===== src/rtl/game_timer_ctrl.sv =====
// game_timer_ctrl: BCD HH:MM:SS gameplay timer with best-completion-time tracking
// for the on-screen time overlay (upper row current time, lower row best time).
module game_timer_ctrl #(
    parameter int unsigned TICK_DIV = 100000000,
    parameter int unsigned CNT_W    = 27
) (
    input  logic        clk,
    input  logic        reset,
    input  logic        start,
    input  logic        pause_sw,
    input  logic        finish,
    input  logic        abort,
    output logic [23:0] cur_time,
    output logic [23:0] best_time,
    output logic        best_valid,
    output logic        running,
    output logic        new_best,
    output logic        tick_1Hz
);

    localparam int unsigned TIME_W   = 24;
    localparam logic [TIME_W-1:0] TIME_MAX = 24'h995959;
    localparam logic [CNT_W-1:0]  DIV_LAST = CNT_W'(TICK_DIV - 1);

    typedef enum logic [1:0] {
        IDLE   = 2'd0,
        RUN    = 2'd1,
        PAUSED = 2'd2,
        DONE   = 2'd3
    } state_e;

    state_e              state_q, state_d;
    logic [CNT_W-1:0]    div_q, div_d;
    logic [TIME_W-1:0]   cur_time_q, cur_time_d;
    logic [TIME_W-1:0]   best_time_q, best_time_d;
    logic                best_valid_q, best_valid_d;
    logic                running_q, running_d;
    logic                new_best_q, new_best_d;
    logic                tick_q, tick_d;

    // One-second BCD increment with sec/min wrapping at 59 and carry into hours.
    function automatic logic [TIME_W-1:0] bcd_inc(input logic [TIME_W-1:0] t);
        logic [TIME_W-1:0] r;
        r = t;
        if (r[3:0] != 4'd9) begin
            r[3:0] = r[3:0] + 4'd1;
        end else begin
            r[3:0] = 4'd0;
            if (r[7:4] != 4'd5) begin
                r[7:4] = r[7:4] + 4'd1;
            end else begin
                r[7:4] = 4'd0;
                if (r[11:8] != 4'd9) begin
                    r[11:8] = r[11:8] + 4'd1;
                end else begin
                    r[11:8] = 4'd0;
                    if (r[15:12] != 4'd5) begin
                        r[15:12] = r[15:12] + 4'd1;
                    end else begin
                        r[15:12] = 4'd0;
                        if (r[19:16] != 4'd9) begin
                            r[19:16] = r[19:16] + 4'd1;
                        end else begin
                            r[19:16] = 4'd0;
                            r[23:20] = r[23:20] + 4'd1;
                        end
                    end
                end
            end
        end
        return r;
    endfunction

    // State and datapath registers.
    always_ff @(posedge clk or posedge reset) begin
        if (reset) begin
            state_q      <= IDLE;
            div_q        <= '0;
            cur_time_q   <= '0;
            best_time_q  <= '0;
            best_valid_q <= 1'b0;
            running_q    <= 1'b0;
            new_best_q   <= 1'b0;
            tick_q       <= 1'b0;
        end else begin
            state_q      <= state_d;
            div_q        <= div_d;
            cur_time_q   <= cur_time_d;
            best_time_q  <= best_time_d;
            best_valid_q <= best_valid_d;
            running_q    <= running_d;
            new_best_q   <= new_best_d;
            tick_q       <= tick_d;
        end
    end

    // Next-state logic; priority abort > finish > start > pause/tick.
    always_comb begin
        state_d      = state_q;
        div_d        = div_q;
        cur_time_d   = cur_time_q;
        best_time_d  = best_time_q;
        best_valid_d = best_valid_q;
        new_best_d   = 1'b0;
        tick_d       = 1'b0;

        if (abort) begin
            state_d    = IDLE;
            cur_time_d = '0;
            div_d      = '0;
        end else if (finish && (state_q == RUN || state_q == PAUSED)) begin
            // A tick due on this edge is dropped; compare uses the held time.
            state_d = DONE;
            if (!best_valid_q || (cur_time_q < best_time_q)) begin
                best_time_d  = cur_time_q;
                best_valid_d = 1'b1;
                new_best_d   = 1'b1;
            end
        end else if (start) begin
            state_d    = RUN;
            cur_time_d = '0;
            div_d      = '0;
        end else begin
            unique case (state_q)
                RUN: begin
                    if (pause_sw) begin
                        state_d = PAUSED;
                    end else if (div_q == DIV_LAST) begin
                        div_d = '0;
                        if (cur_time_q != TIME_MAX) begin
                            cur_time_d = bcd_inc(cur_time_q);
                            tick_d     = 1'b1;
                        end
                    end else begin
                        div_d = div_q + CNT_W'(1);
                    end
                end
                PAUSED: begin
                    if (!pause_sw) begin
                        state_d = RUN;
                    end
                end
                default: begin
                end
            endcase
        end

        running_d = (state_d == RUN);
    end

    assign cur_time   = cur_time_q;
    assign best_time  = best_time_q;
    assign best_valid = best_valid_q;
    assign running    = running_q;
    assign new_best   = new_best_q;
    assign tick_1Hz   = tick_q;

endmodule


===== config.mk =====
export PLATFORM = sky130hd
export DESIGN_NAME = game_timer_ctrl
export DESIGN_NICKNAME = d
export VERILOG_FILES = /design/src/rtl/game_timer_ctrl.sv
export SDC_FILE = /design/constraint.sdc
export NUM_CORES = 1
export LEC_CHECK = 0
export ABC_CLOCK_PERIOD_IN_PS = 3490
export CORE_UTILIZATION = 35
export CTS_BUF_LIST = sky130_fd_sc_hd__clkbuf_2
export DETAILED_ROUTE_END_ITERATION = 16
export SLEW_MARGIN = 15
export SYNTH_ARGS = -nofsm -noshare
export SYNTH_HDL_FRONTEND = slang
export SYNTH_SLANG_ARGS = --single-unit

===== constraint.sdc =====
create_clock -name clk -period 3.49 [get_ports clk]
set_input_delay 0.5235 -clock clk [delete_from_list [all_inputs] [get_ports clk]]
set_output_delay 0.5235 -clock clk [all_outputs]
set_load 0.005 [all_outputs]

# Yosys cells after proc, flatten, opt, wreduce, memory -nomap -nowiden
# Index checks and enable logic that the tools add are counted.
[totals]
latchBits = 0
wordCells = 93
mem_bits_ro = 0
input_bits = 6
memories = 0
output_inout_bits = 52
ram_bits = 0
reg_bits = 81
[op_classes]
add_sub_neg = 7
magnitude_cmp = 1
multipliers = 0
n_reduce_logical = 15
mux = 39
eq_ne = 17
n_shift = 0
n_div = 0
bitwise = 1
[ops]
columns = ["cell", "n"]
rows = [
  ["24-bit 2-to-1 mux", 7],
  ["27-bit 2-to-1 mux", 6],
  ["27-bit by 1-bit adder with 27-bit output (second input constant)", 1],
  ["27-bit == test (second input constant)", 1],
  ["4-bit by 1-bit adder with 4-bit output (second input constant)", 6],
  ["24-bit less-than comparator", 1],
  ["4-bit 2-to-1 mux", 6],
  ["24-bit != test (second input constant)", 1],
  ["20-bit 2-to-1 mux", 1],
  ["16-bit 2-to-1 mux", 1],
  ["3-bit != test (second input constant)", 5],
  ["12-bit 2-to-1 mux", 1],
  ["4-bit != test (second input constant)", 3],
  ["1-bit 2-to-1 mux", 10],
  ["2-bit 2-to-1 mux", 5],
  ["10-bit AND reduction", 1],
  ["9-bit AND reduction", 1],
  ["3-bit nonzero test", 3],
  ["8-bit 2-to-1 mux", 1],
  ["4-bit by 3-bit != test with 1-bit output (second input constant)", 2],
  ["8-bit AND reduction", 1],
  ["7-bit AND reduction", 1],
  ["3-bit AND reduction", 2],
  ["6-bit AND reduction", 1],
  ["10 further kinds", 12],
]

# Longest topological paths before layout
# Gate-level depths: netlist (run 1).
[logic_depth]
word_depth = 13
mapped_depth = 9

# Least setup slack after synthesis (run 1)
# OpenSTA, ideal clock, no wires.
[synth_path]
path_kind = "register -> register"
start = "register div_q[19]"
end = "register cur_time_q[9] (netlist: cur_time[9])"
required_time_ns = 3.408
slack_ns = 0.849
t_arrival_ns = 2.559
setup_time_ns = 0.082
stages_incl_launch_ff = 7
cell_sequence = "dfrtp_1 > or4_1 > or4_4 > nor4_4 > nand2_2 > or4_1 > a31oi_1"
[synth_via]
elab_chain_cells = 3
[synth_rtl]
columns = ["item", "line", "source"]
rows = [
  ["start, declared", "33", "logic [CNT_W-1:0] div_q, div_d;"],
  ["start signal, assigned", "87", "div_q <= div_d;"],
  ["27-bit == test", "128", "end else if (div_q == DIV_LAST) begin"],
  ["3-bit nonzero test (no source line)", "--", ""],
  ["7-bit AND reduction (no source line)", "--", ""],
  ["end signal, assigned", "88", "cur_time_q <= cur_time_d;"],
  ["end, declared", "34", "logic [TIME_W-1:0] cur_time_q, cur_time_d;"],
]
# No other way between the ends.
# A chain may end at the register's enable or synchronous reset.

# Worst setup path after layout (run 1)
[layout_path]
start = "register div_q[19]"
end = "register cur_time_q[17] (netlist: cur_time[17])"
[layout_via]
elab_chain_cells = 3
[layout_rtl]
columns = ["item", "line"]
rows = [
  ["27-bit == test", "128"],
  ["3-bit nonzero test (no source line)", "--"],
  ["9-bit AND reduction (no source line)", "--"],
]
# No other way between the ends.

==> impl_metrics.toml, run 1 <==
[outcome]
status = "finished clean"

[timing]
setup_tns_ns = 0
rsz0062_at_grt = "false"
tightest_slew_ns = 0.8023
hold_violations = 0
timing.final.crit_share = 0.8626
worst_hold_slack_ns = 0.3099
fmax_mhz = 332.2
slew_headroom = 0.4578
period_needed_ns = 3.010
drv_slew = 0
finClkSkew_ns = 0.04654
finalSetupViolCount = 0

[critical_path]
r2r_slack_ns = 0.48
critPathCapture = "cur_time[17]"
critical_path_class = "flop to flop"
required_ns = 4.00
start_kind = "flop"
worstRegToRegCells = 5
critPathArrivalTime_ns = 3.52
cp_max_fo = 8
endpoint_kind = "flop"
r2r-end = "cur_time[17]"
crit_start = "div_q[19]"
r2r_start = "div_q[19]"

[floorplanning]
io_pins = 58
fp.dieArea_um2 = 13840
core_um2 = 12820
row_count = 41
die_x_um = 117.6
initial_core_util = 0.3650
fp.dieH_um = 117.6

[synth]
synth_common_cells = "dfrtp_1, nor2_1, nand2_1"
synth_edf_count = 0
yosysMostFrequentCell = "dfrtp_1"
ys_seq_area_frac = 0.4330
syn-cell-area_um2 = 4681
ys_async_sr_fraction = 1.000
synth_compound_area_frac = 0.1256
synth_nets = 534
synth_flop_cell = "dfrtp_1"
synthAdderAreaFrac = 0.09088
avgSynthCellArea_um2 = 9.475
netlist_instances = 494
synth-simple-area-share = 0.2112
synth-xor-area-share = 0.04304
ys_ff_latch = 81
synth_top_area_share = 0.4330
ys_types = 52
yosys-mux-area-fraction = 0.05640
synth.top_cells.by_area = "dfrtp_1, ha_1, mux2_2, o21ai_0, nor2_1"
yosysWarnings = 0
synth_top_family_by_area = "simple AND/OR/NAND/NOR gates"
synth_top_area_cell = "dfrtp_1"

[layout]
drive_above_1_share = 0.09187
final_cells = 738
seqCellArea_um2 = 2027
multi_input_area_um2 = 2471
fill_cells = 1236
nNetsFinal = 601
syn2layout_area_growth_pct = 20.66
num_antenna_cells = 0
fin_util = 0.4404

[route]
vias = 3917
wirelength_um = 11000
viasPerCell = 5.308
drtAntennaViolNets = 0
drt_pass1_iterations = 4
dr.first_iter.drc_count = 172
drc = 0
wire_per_inst_um = 14.90

[pwr]
ir_drop_mv = 0.1290
power_mw = 1.934
power_density_nw_per_um2 = 342.4
p_leak_nw = 2.413

[global_routing]
grt_overflow = 0
grt_max_degree = 44
grt_antenna_before_repair = 0
grt_pass1_wl_um = 18960
grt_pass1_vias = 3879
track_usage = 0.1691

[clock_network]
clkLatencyLatePin_ns = 0.61
cts_buffers = 9
postCtsResizedCells = 0
clkSlewWorstSetupHoldPaths_ns = 0.25
cts_tree = "done"
cts.sinks = 81
ctsHoldBuffers = 0
htreeDepth = 3
clock-root-buffer = "clkbuf_2"
post-cts-setup-buffers = 0
clock_path_buffers = 2

[placed_design]
place_inst = 722
hpwl_um = 8204
port_buffers = 57
place_congestion = 0.8109

[min_path]
hold_path.class = "primary input to asynchronous set/reset pin"

[run]
cap_violations = 0
-- flip-flops by register name (all words and copies together) (netlist names) --
signal and cells:
best_time 24, best_valid 1, cur_time 24, div_q 27, new_best 1, running 1
state_q 2, tick_1Hz 1
-- per-layer routing --
metal | wire [µm] | track usage | vias up
met1 | 5052 | 0.2152 | 1907
li1 | - | - | 1913
met5 | 0 | 0 | -
met4 | 310 | 0.08333 | 0
met3 | 395 | 0.03198 | 19
met2 | 5238 | 0.2743 | 78
-- cell families (layout without fill, tap and decap cells) --
group                      after synthesis  after routing
DFF                                     81             81
AOI/OAI and AO/OA                       96             96
muxes                                   24             24
xor gates and xnor gates                23             23
adders and majority gates               34             34
buffers and inverters                   49            121
and+or+nand+nor                        187            187
-- worst min-delay path by stage --
| stage | start | endpoint | slack, ns | cells after the start |
|---|---|---|---|---|
| final | reset | div_q[14] | 0.31 | 2 |
| after global routing | reset | div_q[14] | 0.36 | 2 |
| after CTS | reset | div_q[14] | 0.33 | 2 |
| after detailed placement | div_q[1] | div_q[1] | 0.52 | 2 |
| after global placement | div_q[1] | div_q[1] | 0.51 | 2 |
| after floorplan | div_q[3] | div_q[3] | 0.47 | 1 |
-- through the flow --
stage | cell area [µm²] | setup slack [ns]
2_1_floorplan | 4681 | 0.8489
3_3_place_gp | 5515 | 0.6211
3_5_place_dp | 5515 | 0.5723
4_1_cts | 5648 | 0.4968
5_1_grt | 5648 | 0.3052
6_report | 5648 | 0.4796
-- final cells by class --
cell class	instances	area share
repair buffers	67	0.1165
clock buffers	10	0.008861
inverters	38	0.02548
multi-input cells	364	0.4375
clock inverters	6	0.01462
flip-flops and latches	81	0.3589
well taps	172	0.03810
-- worst max-delay path: stages, from the launching register on --
cell	delay, ns
dfrtp_1	0.49
or4_1	0.53
or4_4	0.53
nor4_4	0.54
nand4b_1	0.44
o41ai_1	0.39
-- report_power, final --
group / switching (mW) / leakage, nW / internal, mW / total, mW
Sequential: 0.0287 / 1.12 / 0.978 / 1.01
Clock: 0.344 / 0.0833 / 0.237 / 0.581
Combinational: 0.189 / 1.21 / 0.157 / 0.346
-- placed cells by master, fill, tap and decap left out, drive strengths merged, types with 6 or more instances in the layout --
| cell type | synthesis | routed |
|---|---|---|
| and3 | 8 | 8 |
| xor2 | 8 | 8 |
| or4 | 6 | 6 |
| o31ai | 11 | 11 |
| o21ai | 39 | 39 |
| clkdlybuf4s50 | 0 | 57 |
| nand3 | 27 | 27 |
| clkbuf | 8 | 10 |
| buf | 3 | 10 |
| a21oi | 19 | 19 |
| inv | 38 | 37 |
| xnor2 | 15 | 15 |
| nand2 | 43 | 43 |
| nor2 | 47 | 47 |
| nand4 | 11 | 11 |
| nor3 | 12 | 12 |
| mux2 | 19 | 19 |
| ha | 34 | 34 |
| dfrtp | 81 | 81 |
Note: power is estimated with default switching activity, not from simulation.
==> inputs of run 2 (changes only) <==
- CELL_PAD_IN_SITES_DETAIL_PLACEMENT: unset -> 0
- CELL_PAD_IN_SITES_GLOBAL_PLACEMENT: unset -> 2
- PLACE_DENSITY_LB_ADDON: unset -> 0.1
==> run 2 against run 1 <==
  * Critical path type unchanged
  * Critical endpoint unchanged
  * Cell area fell by 0.71%
  * Via count fell by 2.7%
  * Register-to-register slack barely moved
  * Largest power group unchanged
  * Global-route usage rose by 0.70 points
  * Clock skew fell by 0.026 ns
==> impl_metrics.toml, run 2 (synthesis results as in run 1) <==
[timing]
finClkSkew_ns = 0.02090
tightest_slew_ns = 0.7871
worst_hold_slack_ns = 0.3498
drv_slew = 0
timing.final.crit_share = 0.8613
finalSetupViolCount = 0
slew_headroom = 0.4753
period_needed_ns = 3.006
fin_ws_ns = 0.4840
setup_tns_ns = 0
fmax_mhz = 332.7
rsz0062_at_grt = "false"
hold_violations = 0

[global_routing]
grt_overflow = 0
grt_pass1_vias = 3592
grt_max_degree = 44
grt_antenna_before_repair = 0
grt_pass1_wl_um = 19130
track_usage = 0.1761

[critical_path]
endpoint_kind = "flop"
critPathArrivalTime_ns = 3.48
r2r_start = "div_q[19]"
r2r-end = "cur_time[17]"
r2r_slack_ns = 0.48
cp_max_fo = 8
required_ns = 3.97
crit_start = "div_q[19]"
start_kind = "flop"
critical_path_class = "flop to flop"
worstRegToRegCells = 5
critPathCapture = "cur_time[17]"

[clock_network]
ctsHoldBuffers = 0
post-cts-setup-buffers = 0
postCtsResizedCells = 0
cts_buffers = 9
clock-root-buffer = "clkbuf_2"
cts.sinks = 81
htreeDepth = 3
clock_path_buffers = 2
cts_tree = "done"
clkSlewWorstSetupHoldPaths_ns = 0.20
clkLatencyLatePin_ns = 0.59

[floorplanning]
row_count = 41
initial_core_util = 0.3650
io_pins = 58
fp.dieArea_um2 = 13840
die_x_um = 117.6
fp.dieH_um = 117.6
core_um2 = 12820

[route]
vias = 3810
drc = 0
dr.first_iter.drc_count = 185
drt_pass1_iterations = 4
viasPerCell = 5.149
drtAntennaViolNets = 0
wire_per_inst_um = 15.49
wirelength_um = 11470

[pwr]
ir_drop_mv = 0.1436
power_density_nw_per_um2 = 317.7
p_leak_nw = 2.401

[layout]
top_register = "div_q"
nNetsFinal = 603
fill_cells = 1291
seqCellArea_um2 = 2027
largest_register_ffs = 27
mostFrequentLayoutCells = "dfrtp_1, clkdlybuf4s50_1, nor2_1, nand2_1, o21ai_0"
final_common_cell = "dfrtp_1"
postLayoutCellArea_um2 = 5608
drive_above_1_share = 0.09331
multi_input_area_um2 = 2471
syn2layout_area_growth_pct = 19.81
num_antenna_cells = 0

[run]
cap_violations = 0

[placed_design]
port_buffers = 57
post_dp_cell_area_um2 = 5530
place_ws_ns = 0.4024
hpwl_um = 8467
place_congestion = 0.8398

[outcome]
status = "finished clean"

[min_path]
hold_path.class = "primary input to asynchronous set/reset pin"
[run 2: worst min path at each step]
stage	startpoint	end	slack, ns	cells after the start
3_5_place_dp	best_time[0]	best_time[0]	0.51	1
5_1_grt	reset	best_time[0]	0.35	2
4_1_cts	reset	cur_time[2]	0.34	2
6_report	reset	best_time[12]	0.35	2
2_1_floorplan	div_q[3]	div_q[3]	0.47	1
3_3_place_gp	div_q[3]	div_q[3]	0.50	1
[run 2: area by class of cell]
cell class	count	area share
multi-input cells	364	0.4407
flip-flops and latches	81	0.3614
repair buffers	69	0.1200
well taps	172	0.03838
inverters	38	0.02566
clock buffers	11	0.009817
clock inverters	5	0.004016
[run 2: per-layer routing]
layer,wire [µm],track usage
met1,5926,0.2527
met2,5118,0.2625
met3,277,0.03779
met4,143,0.05529
met5,0,0
[run 2: critical path, stage by stage, from the launching register on]
cell      delay [ns]
dfrtp_1         0.47
or4_1           0.53
or4_4           0.53
nor4_4          0.56
nand4b_1        0.42
o41ai_1         0.40
[run 2: metrics by stage]
| stage | instances | utilization | total power [mW] |
|---|---|---|---|
| after floorplan | 494 | - | 1.220 |
| after CTS | 740 | 0.4373 | 1.817 |
| final | 740 | 0.4373 | 1.781 |
| after global routing | 740 | 0.4373 | 1.907 |
| after detailed placement | 724 | 0.4312 | 1.381 |
| after global placement | 724 | 0.4312 | 1.375 |
[run 2: where the power goes]
| part | total (mW) | switching [mW] | internal [mW] | leakage (nW) |
|---|---|---|---|---|
| registers | 1.00 | 0.0272 | 0.978 | 1.12 |
| clock network | 0.426 | 0.334 | 0.0918 | 0.0606 |
| logic | 0.351 | 0.194 | 0.156 | 1.22 |
| total | 1.78 | 0.556 | 1.23 | 2.40 |
==> inputs of run 3 (changes only) <==
- ABC_CLOCK_PERIOD_IN_PS: 3490 -> 3500
- clock period: 3.49 -> 3.5 ns (I/O delays scaled with it)
==> run 3 against run 2 <==
  * Non-clock buffer count is the same
  * Register-to-register slack is essentially flat
  * Routed wire length grew 1.8%
  * Die area is the same
==> impl_metrics.toml, run 3 (synthesis results as in run 1) <==
[outcome]
status = "finished clean"

[pwr]
power_density_nw_per_um2 = 353.2
p_int_mw = 1.438
p_clk_frac = 0.327
p_leak_nw = 2.430
seqPwrFrac = 0.499
netSwitchingFraction = 0.2842
ir_drop_mv = 0.1829
comb_power_share = 0.174
switchingPower_uw = 570.7

[run]
cap_violations = 0

[layout]
postLayoutCellArea_um2 = 5687
mostFrequentLayoutCells = "dfrtp_1, clkdlybuf4s50_1, nor2_1, nand2_1, o21ai_0"
final_common_cell = "dfrtp_1"
nNetsFinal = 603
drive_above_1_share = 0.09507
num_antenna_cells = 0
top_register = "div_q"
largest_register_ffs = 27
syn2layout_area_growth_pct = 21.49
final_cells = 740
fill_cells = 1276

[critical_path]
start_kind = "flop"
path_cells = "or4_1, or4_4, nor4_4, nand4b_1, o41ai_1"
cp_max_fo = 8
cp_top_family = "simple AND/OR/NAND/NOR gates"
critPathArrivalTime_ns = 3.48
endpoint_kind = "flop"
critPathMaxStageDelay_ns = 0.56
critical_path_class = "flop to flop"
slowest_stage = "nor4_4"
required_ns = 3.97
worstPathBufferInverterCount = 0

[floorplanning]
core_um2 = 12820
fp.dieArea_um2 = 13840
io_pins = 58
initial_core_util = 0.3650
fp.dieH_um = 117.6
die_x_um = 117.6
row_count = 41

[timing]
drv_slew = 0
timing.final.crit_share = 0.8579
rsz0062_at_grt = "false"
slew_headroom = 0.4672
fmax_mhz = 333.1
finalSetupViolCount = 0
period_needed_ns = 3.002
tightest_slew_ns = 0.7884
hold_violations = 0
setup_tns_ns = 0
finClkSkew_ns = 0.02267

[clock_network]
clock_path_buffers = 2
htreeDepth = 3
cts_buffers = 9
cts_tree = "done"
clkLatencyLatePin_ns = 0.59
ctsHoldBuffers = 0
postCtsResizedCells = 0
cts.sinks = 81
post-cts-setup-buffers = 0
clock-root-buffer = "clkbuf_2"
clkSlewWorstSetupHoldPaths_ns = 0.24

[global_routing]
grt_overflow = 0
grt_pass1_vias = 3639
grt_pass1_wl_um = 19040
grt_antenna_before_repair = 0
track_usage = 0.1749
grt_max_degree = 44

[route]
drc = 0
wirelength_um = 11670
wire_per_inst_um = 15.77
viasPerCell = 5.242
drt_pass1_iterations = 4
dr.first_iter.drc_count = 236
drtAntennaViolNets = 0
vias = 3879

[placed_design]
place_inst = 724
port_buffers = 57
post_dp_cell_area_um2 = 5530
place_congestion = 0.8284
hpwl_um = 8478

[min_path]
hold_path.class = "primary input to asynchronous set/reset pin"
## run 3: changes by cell type in the layout (fill, tap and decap cells not counted), sizes merged
cell	before	now
bufinv	0	3
clkbuf	11	10
clkinv	6	3
clkinvlp	0	1
## run 3: area by class of cell
cell class              count  area [µm²]  area share
multi-input cells         364        2471      0.4345
well taps                 172       215.2     0.03784
flip-flops and latches     81        2027      0.3564
inverters                  38       143.9     0.02530
repair buffers             69       673.1      0.1184
clock buffers              10       50.05    0.008801
clock inverters             6       106.4     0.01870
## run 3: worst paths after layout
path	start	endpoint	slack, ns	cells after the start
setup reg to reg	div_q[19]	cur_time[17]	0.50	5
hold / removal	reset	cur_time[6]	0.37	2
max in group asynchronous	reset	div_q[10]	2.46	3
hold reg to reg	div_q[3]	div_q[3]	0.54	1
setup / recovery	div_q[19]	cur_time[17]	0.50	5
min in group clk	div_q[3]	div_q[3]	0.54	1
## run 3: routing by layer
metal  global-route usage  wire length (µm)
met3              0.03004               369
met4              0.07051               221
met2               0.2658              5261
met1               0.2455              5820
met5                    0                 0
## run 3: stage by stage
step	utilization	power, mW	hold WS (ns)	worst slack (ns)
finish	0.4434	2.008	0.3664	0.4975
global route	0.4434	2.124	0.3473	0.2960
CTS	0.4434	2.048	0.3408	0.4873
detailed placement	0.4312	1.378	0.5092	0.4402
global placement	0.4312	1.371	0.4938	0.6233
floorplan	-	1.217	0.4728	0.8589
## run 3: power groups by stage
stage	logic (mW)	registers, mW	clock network [mW]
2_1_floorplan	0.198	1.02	0
3_3_place_gp	0.353	1.02	0
3_5_place_dp	0.358	1.02	0
4_1_cts	0.360	1.00	0.685
5_1_grt	0.395	1.01	0.720
6_report	0.350	1.00	0.656
